<file path="config.mk">
export PLATFORM = sky130hd
export DESIGN_NAME = seq_scale_multiplier
export DESIGN_NICKNAME = d
export VERILOG_FILES = /design/src/rtl/seq_scale_multiplier.sv
export SDC_FILE = /design/constraint.sdc
export NUM_CORES = 1
export LEC_CHECK = 0
export BUFFER_PORTS_ARGS = -buffer_cell sky130_fd_sc_hd__buf_2
export CORE_UTILIZATION = 60
export DETAILED_ROUTE_END_ITERATION = 16
export HOLD_SLACK_MARGIN = 0.06
export MAX_ROUTING_LAYER = met4
export PLACE_DENSITY = 0.81
export SYNTH_ARGS = -nofsm -noshare
export SYNTH_HDL_FRONTEND = slang
export SYNTH_SLANG_ARGS = --single-unit
</file>
<file path="constraint.sdc">
create_clock -name clk -period 3.25 [get_ports clk]
set_input_delay 0.65 -clock clk [delete_from_list [all_inputs] [get_ports clk]]
set_output_delay 0.65 -clock clk [all_outputs]
set_load 0.005 [all_outputs]
</file>
<file path="src/rtl/seq_scale_multiplier.sv">
// Iterative shift-add multiplier: scales an unsigned sample by a runtime factor,
// one multiplier bit per cycle, with the product saturated to OUT_WIDTH.
module seq_scale_multiplier #(
    parameter int IN_WIDTH  = 32,
    parameter int MUL_WIDTH = 8,
    parameter int OUT_WIDTH = 32
) (
    input  logic                 clk,
    input  logic                 resetn,
    input  logic                 din_valid,
    output logic                 din_ready,
    input  logic [IN_WIDTH-1:0]  din,
    input  logic [MUL_WIDTH-1:0] mul,
    output logic                 dout_valid,
    input  logic                 dout_ready,
    output logic [OUT_WIDTH-1:0] dout,
    output logic                 sat
);

    localparam int ACC_WIDTH = IN_WIDTH + MUL_WIDTH;
    localparam int CNT_WIDTH = (MUL_WIDTH > 1) ? $clog2(MUL_WIDTH) : 1;
    localparam logic [CNT_WIDTH-1:0] LAST_STEP = CNT_WIDTH'(MUL_WIDTH - 1);

    localparam logic [1:0] IDLE = 2'd0;
    localparam logic [1:0] BUSY = 2'd1;
    localparam logic [1:0] DONE = 2'd2;

    logic [1:0]           state;
    logic [ACC_WIDTH-1:0] mcand;
    logic [ACC_WIDTH-1:0] acc;
    logic [MUL_WIDTH-1:0] mreg;
    logic [CNT_WIDTH-1:0] cnt;

    logic [ACC_WIDTH-1:0] acc_next;
    logic [ACC_WIDTH-1:0] acc_high;
    logic                 sat_next;
    logic [OUT_WIDTH-1:0] dout_next;

    // acc_high collapses to zero when OUT_WIDTH == ACC_WIDTH, so sat ties off.
    always_comb begin
        acc_next  = mreg[0] ? acc + mcand : acc;
        acc_high  = acc_next >> OUT_WIDTH;
        sat_next  = |acc_high;
        dout_next = sat_next ? {OUT_WIDTH{1'b1}} : acc_next[OUT_WIDTH-1:0];
    end

    assign din_ready  = (state == IDLE);
    assign dout_valid = (state == DONE);

    always_ff @(posedge clk or negedge resetn) begin
        if (!resetn) begin
            state <= IDLE;
            mcand <= '0;
            acc   <= '0;
            mreg  <= '0;
            cnt   <= '0;
            dout  <= '0;
            sat   <= 1'b0;
        end else begin
            // NOTE: non-blocking throughout so every step reads the pre-edge acc/mcand/mreg.
            case (state)
                IDLE: begin
                    if (din_valid) begin
                        mcand <= ACC_WIDTH'(din);
                        mreg  <= mul;
                        acc   <= '0;
                        cnt   <= '0;
                        state <= BUSY;
                    end
                end
                BUSY: begin
                    acc   <= acc_next;
                    mcand <= mcand << 1;
                    mreg  <= mreg >> 1;
                    cnt   <= cnt + CNT_WIDTH'(1);
                    // Fixed latency: the last step publishes the result including its own add.
                    if (cnt == LAST_STEP) begin
                        dout  <= dout_next;
                        sat   <= sat_next;
                        state <= DONE;
                    end
                end
                DONE: begin
                    if (dout_ready) begin
                        state <= IDLE;
                    end
                end
                default: state <= IDLE;
            endcase
        end
    end

endmodule

</file>
Word-level counts from Yosys, hierarchy flattened
Cells that the tools add are included.
Widths: inputs -> output; s select.
Storage, ports and cells
  bits in registers: 126
  output and inout port bits: 35
Operators by class
  reduce and logical (&&, ||, !) cells: 6
  multiplexer cells: 14
  $add $sub $neg: 2
  equal/unequal tests: 6
Operators by type and width (number)
  $pmux 40 s2: 2
  $mux 40: 3
  $add 40x40->40: 1
  $mux 32: 1
  $pmux 8 s2: 1
  $mux 8: 1
  $reduce_or 8->1: 1
  $mux 2: 3
  $pmux 2 s3: 1
  $pmux 3 s2: 1
  $ne 2x2->1 const B: 2
  $reduce_and 2->1: 2
  $add 3x1->3 const B: 1
  $eq 3x3->1 const B: 1
  $mux 3: 1
  $reduce_and 3->1: 1
  $eq 2x1->1 const B: 1
  $eq 2x2->1 const B: 1
  $logic_not 2->1: 1
  $ne 2x1->1 const B: 1
  $reduce_bool 2->1: 1

Logic depth before layout (Yosys ltp)
  depth in word-level cells: 4
  depth in mapped cells: 13
  depth with buffers taken out: 12

Least setup slack after synthesis
OpenSTA, ideal clock, no wires.
  kind: register to register
  from: reg mcand[0]
  to: reg dout[10]
  slack: 310 ps
  arrival time: 2858 ps
  required time: 3168 ps
  period minus slack after synthesis: 2940 ps
  cell stages (with the launch flop): 14
  setup time: 82 ps
  path through: dfrtp_1 > ha_1 > inv_1 > fa_1 > nor2b_1 > o2111ai_1 > a2111oi_2 > nor4b_2 > o21ai_1 > a31oi_1 > xor2_1 > a31o_2 > buf_6 > a31oi_1
Between the ends
  longest elaborated chain between the ends: 4
RTL lines
  start, declared: RTL line 29  | logic [ACC_WIDTH-1:0] mcand;
  start signal, assigned: RTL line 64  | mcand <= ACC_WIDTH'(din);
  start signal, assigned: RTL line 73  | mcand <= mcand << 1;
  $add 40x40->40 (*): RTL line 41  | acc_next = mreg[0] ? acc + mcand : acc;
  $mux 40 (*): RTL line 41
  $reduce_or 8->1: RTL line 43  | sat_next = |acc_high;
  $mux 32 (*): RTL line 44  | dout_next = sat_next ? {OUT_WIDTH{1'b1}} : acc_next[OUT_WIDTH-1:0];
  end signal, assigned: RTL line 78  | dout <= dout_next;
  end, declared: RTL line 16  | output logic [OUT_WIDTH-1:0] dout,
Every way passes the cells marked *; elsewhere a longest branch is shown, timed or not.
A chain may end at the register's enable or synchronous reset.

Worst setup path in the final report
  from: reg mcand[6]
  to: reg dout[26]
Same word-level chain as after synthesis.

==> qor.yml <==
instances_no_fill: 1165
powerDensity_mw_per_mm2: 1090
die-area_mm2: 0.0134
drt_iter0_drc: 714
hold_ws_ps: 114
synth_area_mm2: 0.00777
place_congestion: 0.988
cpMostUsedCell: "a21oi_2"
clkPwrFrac_pct: 19.7
antenna_found_initial: 0
finalNetCount: 1066
io_pins: 79
slew_headroom_pct: 41.9
crit_path_max_incr_delay_ps: 410
yosysSeqAreaShare_pct: 40.6
wire_per_inst_um: 20.8
grt_pass1_vias: 7062
crit_cells: 12
syn_inst: 878
ys_warn_count: 0
chipHeight_um: 116
path_class: "register to register"
maxSlewViolCount: 0
hold_buffers: 0
cap_violations: 0
crit_slowest_cell: "dfrtp_1"
drive_gt1_share_pct: 21.5
synth-edff-count: 0
seq_power_share_pct: 27.5
ir_worst_vdd_mv: 0.643
cts_made_buffers: 17
grt_max_degree: 71
finalSetupViolations: 0
detail-route-antenna-nets: 0
wl_um: 24300
synth.distinct_cells: 67
vias_per_cell: 6.45
fin_worst_skew_ps: 9.03
place_hpwl_um: 15800
path_delay_family: "compound AO/OA/AOI/OAI gates"
ys.flop_type: "dfrtp_1"
hold_violations: 0
ys_ff_latch: 126
yosys.area.top_type_share_pct: 40.6
drc: 0
grt_pass1_wl_um: 36200
num_rows: 41
swShare_pct: 44.5
htree_levels: 4
syn_nets: 964
overflow: 0
clock_latency_ps: 430
critPathLaunchType: "register"
max_slew.worst_pin.slew_ps: 869
insertedDiodeCount: 0
period_share_pct: 99.4
yosysMostFrequentCell: "dfrtp_1"
dp.cells: 1120
clkTransAtPathRegs_ps: 60
power.internal_w: 0.00578
synth.top_cells.by_count: "dfrtp_1, nand2_1, o21ai_0"
clockBufferDepth: 2
cellLeakagePower_nw: 4.12
rr_worst_depth: 12
crit_chain: "ha_1 > a21oi_1 > o21ai_0 > a21oi_2 > a21oi_2 > o211a_1 > a211oi_1 > buf_4 > a221oi_2 > a31o_4 > buf_12 > a31oi_1"
dr_total_vias: 7516
start_util_pct: 61.6
crit_buf_inv: 2
combPwrFrac_pct: 52.9
die_w_um: 116
cts_sinks: 126
min_path_type: "input pin to asynchronous set/reset pin"
core_mm2: 0.0126
async_flop_share_pct: 100
arrival_ps: 3560
path_max_fanout: 12
grt.total_usage_pct: 36.6
finalSetupTns_ps: 0
worst_setup_path_end_kind: "register"
crit_required_ps: 3580
synth_area_leaders: "dfrtp_1, o21ai_0, ha_1"
min_period_ps: 3230
io_buffers: 78
drt-pass1-iter-count: 5
yosys.area.top_type: "dfrtp_1"
area_growth_pct: 22.4
p_sw_w: 0.00464
cts_tree: "yes"
status: "complete, no violations"
root_buffer: "clkbuf_16"
rsz0062_at_grt: "yes"
max_freq_mhz: 309
syn_area_per_cell_um2: 8.86
-- cell families after synthesis --
kind of cell	Yosys count	share of synthesized area, %
AO/OA/AOI/OAI	337	27.5
XOR/XNOR	33	3.72
adder cells (fa/ha/maj)	42	6.86
buffers and inverters	60	3.56
AND/OR/NAND/NOR	260	15.2
multiplexers	20	2.57
flip-flops	126	40.6
-- final timing paths --
kind                       startpoint        to  slack [ps]
max in group asynchronous      resetn   acc[18]        2360
min in group clk               mul[7]   mreg[7]         480
min reg2reg                   mreg[6]   mreg[6]         480
min                            resetn   acc[30]         110
max reg2reg                  mcand[6]  dout[26]          20
max                          mcand[6]  dout[26]          20
-- what timing repair did --
action | 4_1_cts | 5_1_grt
buffers inserted | 0 | 8
endpoints found under the setup margin | 2 | 35
cloned | 0 | 5
gates resized for setup | 0 | 44
pin swaps | 1 | 10
hold endpoints to repair | 0 | 0
-- per-layer routing --
metal / global-route usage [%] / routed length (µm) / vias to the layer above
met5: - / 0 / -
met4: 11.5 / 642 / 0
met3: 7.53 / 2050 / 62
met2: 57.8 / 11500 / 342
met1: 47.4 / 10100 / 3655
li1: - / - / 3457
-- flip-flops by register name, summed over array words and instances, names as in the netlist --
register,flops
acc,40
mreg,8
state,2
mcand,40
sat,1
cnt,3
dout,32
-- power groups by stage --
stage               clock, W  sequential (W)  combinational (W)
CTS                  0.00206         0.00282            0.00492
global placement           0         0.00280            0.00473
global route         0.00212         0.00293            0.00600
finish               0.00205         0.00286            0.00551
floorplan                  0         0.00263            0.00343
detailed placement         0         0.00283            0.00486
-- cells in the final DEF, fill, tap and decap left out, types with 5 or more instances in the layout --
cell type / n
a211oi_1: 5
xnor2_1: 18
mux2i_1: 20
xor2_1: 15
o21ai_0: 107
nand4_1: 11
o211ai_1: 6
buf_4: 43
or3_1: 6
nand2_1: 117
o21a_1: 9
nor2_1: 70
nor3_1: 9
a21oi_2: 10
dfrtp_1: 125
a31oi_1: 42
and3_1: 5
nand2b_1: 5
buf_12: 5
a22oi_1: 38
a32o_1: 5
inv_1: 12
clkbuf_16: 21
ha_1: 29
ha_2: 9
nand3_1: 7
buf_2: 77
a21o_1: 13
a21oi_1: 48
a22o_1: 13
-- worst reg2reg max path, stage by stage, from the launching register on --
cell,delay (ps)
dfrtp_1,410
ha_1,380
a21oi_1,300
o21ai_0,180
a21oi_2,360
a21oi_2,140
o211a_1,230
a211oi_1,250
buf_4,170
a221oi_2,40
a31o_4,300
buf_12,170
a31oi_1,220
-- area by class of cell --
type / instances / area, µm²
Clock buffer: 18 / 439
Clock inverter: 14 / 191
Tap cell: 172 / 215
Inverter: 13 / 48.8
Sequential cell: 126 / 3150
Timing Repair Buffer: 130 / 920
Fill cell: 963 / 3100
Multi-Input combinational cell: 692 / 4550
-- stage by stage --
step | utilization (%) | setup WS [ps] | power (W) | area, µm²
3_3_place_gp | 67.5 | 91.9 | 0.00753 | 8520
4_1_cts | 72.5 | 2.41 | 0.00980 | 9150
2_1_floorplan | - | 310 | 0.00606 | 7770
5_1_grt | 75.4 | -107 | 0.0110 | 9520
3_5_place_dp | 67.5 | 21.1 | 0.00769 | 8520
6_report | 75.4 | 18.7 | 0.0104 | 9520
No activity file was read; power rests on OpenSTA's default activity.
